==> config.mk <==
export PLATFORM = sky130hd
export DESIGN_NAME = mul12u_share_sched
export DESIGN_NICKNAME = d
export VERILOG_FILES = /design/src/rtl/mul_sched_pkg.sv /design/src/rtl/mul_sched_fifo.sv /design/src/rtl/mul12u_share_sched.sv
export SDC_FILE = /design/constraint.sdc
export NUM_CORES = 1
export LEC_CHECK = 0
export ABC_AREA = 0
export BUFFER_PORTS_ARGS = -buffer_cell sky130_fd_sc_hd__buf_2
export CAP_MARGIN = 20
export CORE_AREA = 2 2 156 158
export CTS_CLUSTER_DIAMETER = 80
export CTS_CLUSTER_SIZE = 10
export DETAILED_ROUTE_END_ITERATION = 16
export DIE_AREA = 0 0 158 160
export GPL_TIMING_DRIVEN = 0
export PLACE_DENSITY = 0.81
export SETUP_SLACK_MARGIN = 0.1
export SYNTH_ARGS = -nofsm -noshare
export SYNTH_HDL_FRONTEND = slang
export SYNTH_SLANG_ARGS = --single-unit
==> constraint.sdc <==
create_clock -name clk -period 16.4 [get_ports clk]
set_input_delay 3.28 -clock clk [delete_from_list [all_inputs] [get_ports clk]]
set_output_delay 3.28 -clock clk [all_outputs]
set_load 0.02 [all_outputs]
==> src/rtl/mul_sched_pkg.sv <==
`default_nettype none
// ============================================================================
// Package     : mul_sched_pkg
// Description : Shared widths, pipeline/FIFO entry type and the approximate
//               12x12 product used by the shared-multiplier scheduler.
// Revision    : 1.0 - initial release
// ============================================================================
package mul_sched_pkg;

  localparam int W_OP   = 12;
  localparam int W_PROD = 24;
  // Id field is sized for up to 16 requesters; the top uses the low bits.
  localparam int W_ID   = 4;

  typedef struct packed {
    logic [W_ID-1:0]   id;
    logic              approx;
    logic [W_PROD-1:0] prod;
  } entry_t;

  // Approximate product: only the two top partial-product bits survive.
  function automatic logic [W_PROD-1:0] approx_mul12(input logic [W_OP-1:0] a,
                                                     input logic [W_OP-1:0] b);
    logic [W_PROD-1:0] r;
    r     = '0;
    r[22] = a[11] & b[11];
    r[21] = a[11] & b[10];
    return r;
  endfunction

endpackage
`default_nettype wire

==> src/rtl/mul_sched_fifo.sv <==
`default_nettype none
// ============================================================================
// Module      : mul_sched_fifo
// Description : Synchronous FIFO with register-held head data and registered
//               full/empty/count flags. Pointers wrap modulo DEPTH.
// Revision    : 1.0 - initial release
// ============================================================================
module mul_sched_fifo #(
  parameter  int DEPTH = 4,
  parameter  int W     = 8,
  localparam int PW    = (DEPTH > 1) ? $clog2(DEPTH) : 1,
  localparam int CW    = $clog2(DEPTH + 1)
) (
  input  logic          clk,
  input  logic          rst,
  input  logic          i_push,
  input  logic [W-1:0]  i_data,
  input  logic          i_pop,
  output logic [W-1:0]  o_data,
  output logic          o_full,
  output logic          o_empty,
  output logic [CW-1:0] o_count
);

  logic [W-1:0]  r_mem [DEPTH];
  logic [PW-1:0] r_wr_ptr;
  logic [PW-1:0] r_rd_ptr;
  logic [CW-1:0] r_count;
  logic          r_full;
  logic          r_empty;
  logic          w_push;
  logic          w_pop;

  function automatic logic [PW-1:0] ptr_inc(input logic [PW-1:0] p);
    return (p == PW'(DEPTH - 1)) ? '0 : p + 1'b1;
  endfunction

  // A full FIFO accepts a push only when the head leaves in the same cycle.
  assign w_pop  = i_pop & ~r_empty;
  assign w_push = i_push & (~r_full | w_pop);

  // Storage array: data only, no reset needed.
  always_ff @(posedge clk) begin
    if (w_push) begin
      r_mem[r_wr_ptr] <= i_data;
    end
  end

  // Pointers, occupancy and flags; push+pop together leaves occupancy alone.
  always_ff @(posedge clk) begin
    if (rst) begin
      r_wr_ptr <= '0;
      r_rd_ptr <= '0;
      r_count  <= '0;
      r_full   <= 1'b0;
      r_empty  <= 1'b1;
    end else begin
      if (w_push) r_wr_ptr <= ptr_inc(r_wr_ptr);
      if (w_pop)  r_rd_ptr <= ptr_inc(r_rd_ptr);
      case ({w_push, w_pop})
        2'b10: begin
          r_count <= r_count + 1'b1;
          r_empty <= 1'b0;
          r_full  <= (r_count == CW'(DEPTH - 1));
        end
        2'b01: begin
          r_count <= r_count - 1'b1;
          r_full  <= 1'b0;
          r_empty <= (r_count == CW'(1));
        end
        default: ;
      endcase
    end
  end

  assign o_data  = r_mem[r_rd_ptr];
  assign o_full  = r_full;
  assign o_empty = r_empty;
  assign o_count = r_count;

endmodule
`default_nettype wire

==> src/rtl/mul12u_share_sched.sv <==
`default_nettype none
// ============================================================================
// Module      : mul12u_share_sched
// Description : Shares one 12x12 unsigned multiplier among NREQ requesters.
//               Round-robin issue, LAT-stage result pipeline, in-order
//               response FIFO, credit-based flow control.
// Revision    : 1.0 - initial release
// ============================================================================
module mul12u_share_sched
  import mul_sched_pkg::*;
#(
  parameter  int NREQ       = 4,
  parameter  int LAT        = 2,
  parameter  int FIFO_DEPTH = 4,
  localparam int IDW        = $clog2(NREQ),
  localparam int CW         = $clog2(FIFO_DEPTH + 1)
) (
  input  logic                 clk,
  input  logic                 rst,
  input  logic [NREQ-1:0]      i_req_valid,
  output logic [NREQ-1:0]      o_req_ready,
  input  logic [NREQ*W_OP-1:0] i_req_a,
  input  logic [NREQ*W_OP-1:0] i_req_b,
  input  logic [NREQ-1:0]      i_req_approx,
  output logic                 o_rsp_valid,
  input  logic                 i_rsp_ready,
  output logic [IDW-1:0]       o_rsp_id,
  output logic [W_PROD-1:0]    o_rsp_o,
  output logic                 o_rsp_approx
);

  localparam int SW = IDW + 1;

  logic [IDW-1:0]    r_ptr;
  logic [CW-1:0]     r_cnt;
  logic [LAT-1:0]    r_pipe_vld;
  entry_t            r_pipe [LAT];

  logic [NREQ-1:0]   w_grant;
  logic [IDW-1:0]    w_gidx;
  logic [IDW-1:0]    w_scan;
  logic [SW-1:0]     w_sum;
  logic              w_found;
  logic              w_issue_ok;
  logic              w_accept;
  logic              w_pop;
  logic [W_OP-1:0]   w_a;
  logic [W_OP-1:0]   w_b;
  logic              w_ap;
  entry_t            w_new;
  entry_t            w_head;
  logic              w_full;
  logic              w_empty;
  logic [CW-1:0]     w_count;
  logic              w_unused;

  // Round-robin search from r_ptr; issue only while a credit is free.
  always_comb begin
    w_grant    = '0;
    w_gidx     = '0;
    w_found    = 1'b0;
    w_sum      = '0;
    w_scan     = '0;
    w_issue_ok = ~rst & (r_cnt < CW'(FIFO_DEPTH));
    for (int k = 0; k < NREQ; k++) begin
      w_sum = {1'b0, r_ptr} + SW'(k);
      if (w_sum >= SW'(NREQ)) w_sum = w_sum - SW'(NREQ);
      w_scan = w_sum[IDW-1:0];
      if (!w_found && i_req_valid[w_scan]) begin
        w_found = 1'b1;
        w_gidx  = w_scan;
      end
    end
    if (w_found && w_issue_ok) w_grant[w_gidx] = 1'b1;
  end

  assign o_req_ready = w_grant;
  assign w_accept    = |(i_req_valid & w_grant);

  // Winner's operands and the product computed in the accept cycle.
  always_comb begin
    w_a        = i_req_a[w_gidx*W_OP +: W_OP];
    w_b        = i_req_b[w_gidx*W_OP +: W_OP];
    w_ap       = i_req_approx[w_gidx];
    w_new      = '0;
    w_new.id   = W_ID'(w_gidx);
    w_new.approx = w_ap;
    w_new.prod = w_ap ? approx_mul12(w_a, w_b)
                      : W_PROD'(w_a) * W_PROD'(w_b);
  end

  // Pipeline valid bits: cleared on reset so nothing stale reaches the FIFO.
  always_ff @(posedge clk) begin
    if (rst) begin
      r_pipe_vld <= '0;
    end else begin
      r_pipe_vld[0] <= w_accept;
      for (int s = 1; s < LAT; s++) r_pipe_vld[s] <= r_pipe_vld[s-1];
    end
  end

  // Pipeline payload: qualified by the valid bits, so no reset needed.
  always_ff @(posedge clk) begin
    r_pipe[0] <= w_new;
    for (int s = 1; s < LAT; s++) r_pipe[s] <= r_pipe[s-1];
  end

  assign w_pop = o_rsp_valid & i_rsp_ready;

  // Credit counter tracks in-flight plus queued results; RR pointer advances past the winner.
  always_ff @(posedge clk) begin
    if (rst) begin
      r_cnt <= '0;
      r_ptr <= '0;
    end else begin
      case ({w_accept, w_pop})
        2'b10:   r_cnt <= r_cnt + 1'b1;
        2'b01:   r_cnt <= r_cnt - 1'b1;
        default: ;
      endcase
      if (w_accept) begin
        r_ptr <= (w_gidx == IDW'(NREQ - 1)) ? '0 : w_gidx + 1'b1;
      end
    end
  end

  mul_sched_fifo #(
    .DEPTH (FIFO_DEPTH),
    .W     ($bits(entry_t))
  ) u_fifo (
    .clk     (clk),
    .rst     (rst),
    .i_push  (r_pipe_vld[LAT-1]),
    .i_data  (r_pipe[LAT-1]),
    .i_pop   (w_pop),
    .o_data  (w_head),
    .o_full  (w_full),
    .o_empty (w_empty),
    .o_count (w_count)
  );

  assign o_rsp_valid  = ~rst & ~w_empty;
  assign o_rsp_id     = w_head.id[IDW-1:0];
  assign o_rsp_o      = w_head.prod;
  assign o_rsp_approx = w_head.approx;

  // FIFO status and spare id bits are not needed here; credits already bound occupancy.
  assign w_unused = &{1'b0, w_full, w_count, w_head.id};

endmodule
`default_nettype wire
# Yosys cells after proc, flatten, opt, wreduce, memory -nomap -nowiden

Memory sizes are Yosys's and may differ from the RTL's. A register that Yosys moved wholly into a read port is not among the register bits.
Index checks and enable logic that the tools add are counted.

Bits in registers: 16
Memories: 2
Latch bits: 0
Memory bits (read-only): 0
RAM bits: 174
Input bits: 107

Order comparisons: 11
Shift-type cells: 2
Divide/modulo/power cells: 0
Multipliers: 2
Bitwise gates (word level): 12
Multiplexer cells: 37
Add/sub/neg operators: 14
Equal/unequal tests: 9
Reductions and logical operators: 11

Memories:

| name         | words | bits a word | rd ports | clocked after memory_dff | wr ports | line                     | text |
|---|---|---|---|---|---|---|---|
| u_fifo.r_mem | 4     | 29          | 1        | 1                        | 1        | mul_sched_fifo.sv:25     | `logic [W-1:0] r_mem [DEPTH];` |
| r_pipe       | 2     | 29          | 2        | 0                        | 2        | mul12u_share_sched.sv:37 | `entry_t r_pipe [LAT];` |

Operators with widths:

| kind                                                                         | count |
|---|---|
| 48-bit by 7-bit variable part select with 12-bit output                      | 2 |
| 2-bit two-way mux                                                            | 13 |
| 12-bit by 12-bit multiplier with 24-bit output                               | 1 |
| 24-bit two-way mux                                                           | 1 |
| 2-bit by 3-bit less-than comparator with 1-bit output, second input constant | 5 |
| 1-bit two-way mux                                                            | 12 |
| 3-bit case mux with 2 select lines                                           | 2 |
| 1-bit binary-select mux with 2-bit select                                    | 5 |
| 2-bit equality test, second input constant                                   | 5 |
| 3-bit greater-or-equal comparator, second input constant                     | 3 |
| 2-bit by 1-bit subtractor with 2-bit output, second input constant           | 4 |
| 1-bit bitwise AND                                                            | 7 |
| 2-bit by 1-bit adder with 2-bit output, second input constant                | 3 |
| 2-bit by 2-bit adder with 3-bit output, second input constant                | 2 |
| 3-bit by 1-bit adder with 3-bit output, second input constant                | 2 |
| 3-bit by 1-bit subtractor with 3-bit output, second input constant           | 2 |
| 1-bit logical AND                                                            | 5 |
| 4-bit bitwise AND                                                            | 1 |
| 2-bit by 1-bit equality test with 1-bit output, second input constant        | 2 |
| 2-bit by 2-bit multiplier with 4-bit output, second input constant           | 1 |
| 4-bit two-way mux                                                            | 1 |
| 1-bit case mux with 2 select lines                                           | 2 |
| 2-bit nonzero test                                                           | 2 |
| 4-bit OR reduction                                                           | 1 |
| 10 further kinds                                                             | 14 |

# Logic depth before layout (Yosys ltp)

Gate-level depths: netlist of the first run.

Depth after elaboration: 23
Depth in mapped cells: 27

# Hierarchy

From an unflattened synthesis of the first run, not the netlist that was laid out.

Cell total of the unflattened synthesis: 1033
Area total of the unflattened synthesis: 12298.0 um2

By module, submodules not included:

| module             | area each (um2) | instances | cells each |
|---|---|---|---|
| mul12u_share_sched | 7482.2          | 1         | 813 |
| mul_sched_fifo     | 4815.9          | 1         | 220 |

# Worst setup path after synthesis of the first run

No wires, ideal clock.

Path kind: input port to flip-flop
Start point: input port i_req_valid[0]
End point: memory r_pipe[0][20] (netlist bit)
Arrival time: 9314 ps
Path buffers: 2
Stages on the path: 23
Slack: 6965 ps
Data required time: 16279 ps
Cell sequence: nor2b_1 a21oi_1 o22ai_1 a21oi_2 buf_2 buf_2 mux2i_1 nand2_1 fa_1 fa_1 inv_1 fa_1 fa_1 inv_1 fa_1 inv_1 ha_1 a211o_1 o311a_1 a31oi_1 nor2_1 a31oi_1 mux2_2

RTL lines:

| what            | line                     | text |
|---|---|---|
| start, declared | mul12u_share_sched.sv:20 | `input logic [NREQ-1:0] i_req_valid,` |
| end, declared   | mul12u_share_sched.sv:37 |  |

==> results of run 1 <==
==> per-layer routing <==
metal	GRT usage	share of wire	vias up
met2	0.3557	0.51	240
met5	0	0	-
met3	0.03474	0.057	30
li1	-	-	3639
met1	0.2516	0.42	3764
met4	0.05364	0.016	0
==> cell usage in the layout (no fill, tap or decap), types with 3 or more instances in the layout <==
| master | netlist | routed |
|---|---|---|
| inv_1 | 166 | 166 |
| buf_2 | 16 | 153 |
| edfxtp_1 | 108 | 108 |
| fa_1 | 101 | 101 |
| nor2_1 | 83 | 83 |
| nand2_1 | 83 | 83 |
| ha_1 | 77 | 77 |
| dfxtp_1 | 72 | 72 |
| mux2i_1 | 58 | 58 |
| nor2b_1 | 31 | 31 |
| mux4_2 | 27 | 27 |
| a21oi_1 | 21 | 21 |
| clkbuf_16 | 0 | 20 |
| mux2_2 | 16 | 16 |
| and2_1 | 16 | 16 |
| o21ai_0 | 13 | 13 |
| a211oi_1 | 10 | 10 |
| clkbuf_1 | 9 | 9 |
| xnor2_1 | 9 | 9 |
| xor2_1 | 9 | 9 |
| buf_4 | 7 | 7 |
| nand2b_1 | 6 | 6 |
| a21o_1 | 5 | 5 |
| a22oi_1 | 5 | 5 |
| and3_1 | 5 | 5 |
| nor3_1 | 4 | 4 |
| inv_6 | 0 | 4 |
| clkinv_2 | 0 | 4 |
| buf_16 | 0 | 4 |
| o21a_1 | 3 | 3 |
| a211o_1 | 3 | 3 |
| or3_1 | 3 | 3 |
| a31oi_1 | 3 | 3 |
| o31ai_1 | 3 | 3 |
| clkinv_4 | 0 | 3 |
==> worst paths after layout <==
| path | startpoint | end | slack (ns) | depth (start not counted) |
|---|---|---|---|---|
| worst max register to register | r_ptr[0] | r_pipe[0][21] | 9.03 | 24 |
| worst min-delay path | r_pipe[0][11] | r_pipe[0][40] | 0.33 | 0 |
| worst max-delay path | i_req_valid[0] | r_pipe[0][21] | 6.35 | 25 |
| worst min register to register | r_pipe[0][11] | r_pipe[0][40] | 0.33 | 0 |
==> flip-flops by register name, indices dropped and copies added, names as in the netlist, named ones only <==
| register | count |
|---|---|
| r_cnt | 3 |
| r_pipe | 54 |
| r_pipe_vld | 2 |
| r_ptr | 2 |
| u_fifo.o_count | 3 |
| u_fifo.o_empty | 1 |
| u_fifo.o_full | 1 |
| u_fifo.r_mem | 108 |
| u_fifo.r_rd_ptr | 2 |
| u_fifo.r_wr_ptr | 2 |
==> cells by family after synthesis <==
kind of cell / count (synthesis) / share of synthesized area
and+or+nand+nor: 238 / 0.09202
muxes: 104 / 0.1219
xor gates and xnor gates: 18 / 0.01348
adders and majority gates: 178 / 0.2553
DFF: 180 / 0.4006
AOI/OAI and AO/OA: 83 / 0.04794
buffers and inverters: 200 / 0.06880
==> final cells by class <==
type | count | area, um^2
fillers | 1967 | 10340
repair buffers | 141 | 795.8
flip-flops and latches | 180 | 4684
clock buffers | 20 | 500.5
clock inverters | 12 | 88.84
plain buffers | 34 | 181.4
well taps | 324 | 405.4
inverters | 166 | 623.1
multi-input cells | 621 | 6205
==> stage by stage <==
step	cells	hold slack, ns	area, um^2
after floorplan	1001	0.3096	11690
after global placement	1462	0.3104	12780
after detailed placement	1466	0.3121	12890
after CTS	1498	0.3272	13480
after global routing	1498	0.3324	13480
final	1498	0.3260	13480
==> impl_summary.md, run 1 <==
Clock tree
The number of buffers created by CTS is 17. The TritonCTS clock tree is yes. The H-tree generated during clock tree synthesis spans 4 levels.

The clock sink count is 180. The worst-case clock buffer depth is 2. The number of gates resized after cts is 0. Once the clock tree was built, the setup fixing pass inserted 0 buffers. Clock latency on the worst-skew pair, taken at its later pin, is 0.42 ns. Hold repair after CTS inserted 0 buffers. The tree is rooted in a clkbuf_16.

The clock transition at the register clock pins on the worst setup and hold paths after CTS is 0.07 ns.

Floorplanning
During I/O placement, the number of pins put on the boundary was ~140. The floorplan step set the die height to about 160 um. The total area inside the core boundary comes to approximately 24000 um^2.

The die covers ~25000 um^2. The number of placement rows is 57. The effective utilization at floorplan is 0.4909. In this run the horizontal extent of the chip is 158 um.

Logic synthesis
The synthesized design contains 180 register bits. The netlist uses 53 different library cells. Yosys instantiated no cell more often than inv_1.

edfxtp_1 takes more of the synthesized area than any other cell. The area fraction of the dominant cell type after synthesis is 0.2773. The most used flip-flop cell after synthesis is edfxtp_1.

The share of the Yosys chip area taken by registers is 0.4006. The number of cells produced by synthesis is 1001. The number of nets handed over by synthesis was approximately 1300. During synthesis, Yosys emitted a total of 0 warnings. In this run, synthesis inferred between 100 and 150 flip-flops with an integrated enable.

After synthesis, the mean cell area works out to about 12 um^2. The mapped netlist covers ~12000 um^2. The commonest cells after synthesis are inv_1, edfxtp_1, fa_1, nand2_1, nor2_1. By area the synthesized netlist is led by edfxtp_1, fa_1, dfxtp_1, ha_1, inv_1. The post-synthesis async set-or-reset flop share is 0.

Timing
The slew at the pin closest to its max-slew limit is around 0.86 ns. Dividing the final minimum period by the clock period gives 0.6129. The total negative setup slack is 0 ns. Setup repair after global routing left no endpoint under its margin. The worst slew slack as a fraction of its limit is 0.4112. The number of max-slew violations in the final report came to 0.

The final setup slack of the worst path is ~6.3 ns. The count of endpoints failing setup in the final report is 0. The time the final worst path needs with I/O delays and setup is about 10 ns. The final number of hold-violating endpoints was 0. Derived from the worst setup path, the maximum achievable clock frequency is just under 100 MHz. The clock tree skew after final layout is 0.005500 ns.

Global route
The maximum number of pins on one net before global-route repair is 19. Summed over all layers, the global routing overflow is 0. The initial antenna violation count is 0. In the global route stage, overall resource usage came out at 0.2003. The wire length of the first global-routing pass is just under 40000 um. The number of global-route vias before repair is slightly above 8000.

Route
Before antenna repair, the detailed router went through 5 iterations. The detailed router placed 7673 vias in this run. The routed design has between 20000 and 25000 um of wire.

The antenna violation net count after detailed routing is 0. The remaining routing DRC violations is 0. The number of vias per cell after detailed routing is a little over 5. After detailed routing, the average wire length per cell comes to between 15 and 20 um. The detailed router's first-iteration violation count is around 410.

Setup path
For this run, the slowest stage of the critical path takes 0.69 ns. At the worst endpoint, the arrival time is 10.35 ns. The number of buffers and inverters on the critical path is 6. The worst setup path is captured at a flip-flop. The cell family with the largest share of critical-path delay is adder cells.

The slowest stage of the critical path belongs to the cell mux2i_1. STA classifies the critical path startpoint as a primary input. In this run the worst path has a maximum fanout of 12. The cell that appears most often on the critical path is fa_1. The critical path data required time is ~17 ns. The category of the critical setup timing path is in -> reg.

Run
The count of maximum capacitance violations is 0.

Final layout
The number of antenna diodes in the final layout is 0. For this run, the post-layout net count is around 1400. Of the cells placed in the final design, the portion with a size suffix greater than 1 is 0.2112. The final core area utilization is 0.5661. The area growth from synthesis to final layout is 15.31%.

Placement
The placed wire-length estimate after detailed placement is 18550 um. At the placement stage, the worst setup path has a slack of ~6.0 ns. Port buffering added between 100 and 150 buffers.

The last weighted congestion value of the routability-driven placer is between 0.9 and 1.

Status
The flow ran to the end, and the final reports show no timing, DRC or antenna violations.

Worst hold path
The tightest min-delay check is of the reg -> reg type.
Power of run 1 is not shown: default switching activity piles up to over one toggle a cycle in this logic, so the estimate is an artifact.
==> inputs of run 2 (changes only) <==
Settings changed: ABC_AREA 0 to 1, CORE_AREA 2 2 156 158 to 2 2 160 162, DIE_AREA 0 0 158 160 to 0 0 162 164, PLACE_DENSITY 0.81 to 0.83.
Clock period 16.4 ns to 8.3 ns, I/O delays scaled along.
==> impl_summary.md, run 2 <==
Final layout
The sequential cell area in the final layout came to 4684 um^2 (unchanged). The number of flip-flops in the largest register is 108 (unchanged). The multi-input combinational cell area was 6427 um^2 (+3.6%). The share of cells above drive strength 1 is 0.1727 (-0.03854). The net total in the final layout is 1818 (+26%). The commonest non-fill, non-tap cell in the layout is nand2_1. The top cell types in the final layout, fill and taps aside, are nand2_1, inv_1, nor2_1, buf_2, edfxtp_1. The register name with the most flops is u_fifo.r_mem. The largest registers in the layout are u_fifo.r_mem x108, r_pipe x54. The count of inserted antenna diode cells came to 0 (unchanged).

The number of filler instances in the final layout was 2122 (+7.9%). From synthesis to final layout, the design area changed by 14.04%.

Placement
The last weighted congestion value of the routability-driven placer is 0.9460 (+0.92%). The placed wire-length estimate after detailed placement was 22600 um (+22%). The number of port buffers was 137 (unchanged).

Logic synthesis
The mux share of post-synthesis cell area is 0 (-0.1219). Yosys instantiated no cell more often than nand2_1. The flop and latch count out of synthesis is 180 (unchanged). In the post-synthesis netlist, the biggest area contributors are edfxtp_1, fa_1, dfxtp_1, nand2_1, ha_1. The area fraction of the dominant cell type after synthesis is 0.2651 (-0.01225). Counting instances in the post-synthesis netlist gives the leading cell types as nand2_1, inv_1, nor2_1, edfxtp_1, fa_1.

The synthesized net count came to 1662 (+29%). The number of different library cells in the post-synthesis netlist came to 37 (-30%). The largest total area in the synthesized netlist belongs to edfxtp_1.

The prevailing post-synth register cell is edfxtp_1. After synthesis, the largest family of logic cells by area is adder cells. The post-synthesis async set-or-reset flop share came to 0 (unchanged). The count of warnings emitted by yosys is 0 (unchanged). The cell area after synthesis is 12230 um^2 (+4.6%).

The number of enable flip-flop cells after synthesis is 108 (unchanged). The number of cells produced by synthesis is 1377 (+38%). The average cell area after synthesis is 8.885 um^2 (-24%). The simple-gate share of the synthesized area came to 0.2024 (+0.1104). The compound-cell area share of the yosys netlist came to 0.06791 (+0.01997). The sequential fraction of the synthesis area came to 0.3829 (-0.01770). The adder and majority gate portion of the synthesized area is 0.2440 (-0.01128).

The parity-gate share of the synthesized area counting xor and xnor cells is 0.008591 (-0.004891).

Timing
The achievable frequency is about 130 MHz. Setup repair after global routing left no endpoint under its margin. The clock tree skew after final layout came to 0.01427 ns (+0.008770 ns). The total negative setup slack was 0 ns (unchanged). The final number of hold-violating endpoints came to 0 (unchanged).

The time the final worst path needs with I/O delays and setup is about 7.8 ns. The number of max-slew violations in the final report came to 0 (unchanged). The count of endpoints failing setup in the final report is 0 (unchanged).

The worst slew slack as a fraction of its limit is 0.3639 (-0.04730). The share of the clock period used by the worst path after layout is 0.9350. The slew at the pin closest to its max-slew limit was 0.9519 ns (+0.09325 ns).

Clock tree
The worst-case clock buffer depth was 2 (unchanged). The buffers inserted during post-CTS setup optimization came to 0 (unchanged). The TritonCTS clock tree is yes. The number of hold-repair buffers added at the cts stage was 0 (unchanged).

The depth of the CTS H-tree was 4 (unchanged). The clock transition at the register clock pins on the worst setup and hold paths after CTS is 0.07 ns (about the same). The master cell of the clock root buffer is clkbuf_16. The number of gates resized after cts is 0 (unchanged). The source-to-sink clock delay at the later pin of the worst-skew pair is 0.42 ns (about the same). The number of buffers created by CTS is 17 (unchanged). The clock sink count is 180 (unchanged).

Route
The number of iterations in the first detailed-routing pass came to 5 (unchanged). The remaining routing DRC violations was 0 (unchanged). The antenna violation net count after detailed routing is 0 (unchanged). The detailed-route via count came to 9975 (+30%).

The routed wirelength normalized by instance count is 15.87 um (-0.33%). The detailed router's first-iteration violation count is 711 (+74%). The number of vias per cell after detailed routing was 5.317 (+3.8%). The routed wire length was 29770 um (+25%).

Setup path
The count of cells along the worst register-to-register path came to 32 (+33%). The number of buffers and inverters on the critical path is 10 (+4). The slowest library cell on the worst path is fa_1. The worst setup path is captured at a flip-flop. The kind of cell with the highest combined delay along the critical path is adder cells. The terminus of the critical flop-to-flop path is r_pipe[0][15].

The critical path data required time is 8.61 ns (-8.09 ns). The largest fanout on the critical path is 10 (-2). The critical path starts at i_req_valid[1]. The register-to-register setup slack is 1.42 ns (-7.61 ns). The critical path startpoint category is a primary input.

In this run the critical register-to-register path is launched from r_ptr[0]. The biggest cell delay along the critical path came to 0.56 ns (-0.13 ns). The cell seen most often among critical-path stages is nand2_1. The setup path with the least slack is of type in -> reg. The worst path arrival time came to 8.07 ns (-2.28 ns).

Worst hold path
The startpoint of the tightest hold check path is r_pipe[0][22]. The class of the worst hold path is reg -> reg. The number of cells on the worst hold path was 0 (unchanged). The worst hold path terminates at r_pipe[0][51].

Global route
The wire length of the first global-routing pass was 49050 um (+23%). The global-route usage over all layers was 0.2339 (+0.03366). The maximum number of pins on one net before global-route repair is 28 (+9). The initial antenna violation count is 0 (unchanged). The number of global-route vias before repair was 10310 (+26%). The global-route congestion overflow total came to 0 (unchanged).

Floorplanning
The effective utilization at floorplan is 0.4929 (+0.002029). The overall die width came to 162 um (+2.5%). The floorplan die area is 26570 um^2 (+5.1%). The number of placement rows is 58 (+1.8%).

The y dimension of the die came to 164 um (+2.5%). The number of I/O pins is 139 (unchanged). The core area is 24820 um^2 (+4.2%).

Status
The flow ran to the end, and the final reports show no timing, DRC or antenna violations.

Run
The count of maximum capacitance violations was 0 (unchanged).
[run 2: changes by cell type in the layout (fill, tap and decap cells not counted), sizes merged, moves of 27 or more]
| cell | before | now |
|---|---|---|
| inv | 170 | 250 |
| nand2 | 83 | 292 |
| nor2 | 83 | 175 |
| nor2b | 31 | 0 |
| mux4 | 27 | 0 |
| o21ai | 13 | 74 |
| mux2i | 60 | 0 |
| nand3 | 0 | 81 |
[run 2: per-layer routing]
metal | global-route usage | vias to the layer above | share of wire
met5 | 0 | - | 0
met4 | 0.1046 | 0 | 0.035
met3 | 0.03359 | 94 | 0.063
met2 | 0.4226 | 420 | 0.50
met1 | 0.2774 | 4779 | 0.40
li1 | - | 4682 | -
[run 2: worst max path at each step]
stage,to,cells after the start
3_3_place_gp,r_pipe[0][17],32
5_1_grt,r_pipe[0][17],32
6_report,r_pipe[0][15],32
2_1_floorplan,r_pipe[0][17],31
3_5_place_dp,r_pipe[0][15],32
4_1_cts,r_pipe[0][17],32
[run 2: area by class of cell]
cell class              count  share of cell area
clock buffers              20             0.03435
plain buffers              36             0.01623
well taps                 330             0.02959
repair buffers            137             0.04914
clock inverters            12            0.007892
inverters                 244             0.06636
multi-input cells         917              0.4607
flip-flops and latches    180              0.3358
[run 2: cell families after synthesis]
| kind of cell | after synthesis |
|---|---|
| and+or+nand+nor | 573 |
| buffers and inverters | 280 |
| DFF | 180 |
| adders and majority gates | 178 |
| AOI/OAI and AO/OA | 154 |
| xor gates and xnor gates | 12 |
[run 2: stage by stage]
step	instances	instance area, um^2	worst slack, ns	hold slack, ns	utilization
floorplan	1377	12230	1.186	0.3096	-
global placement	1844	13330	0.1121	0.3103	0.5372
detailed placement	1844	13360	0.03766	0.3121	0.5384
CTS	1876	13950	0.4467	0.3211	0.5622
global route	1876	13950	0.1763	0.3192	0.5622
finish	1876	13950	0.5391	0.3201	0.5622
Power of run 2 is left out for the same reason.
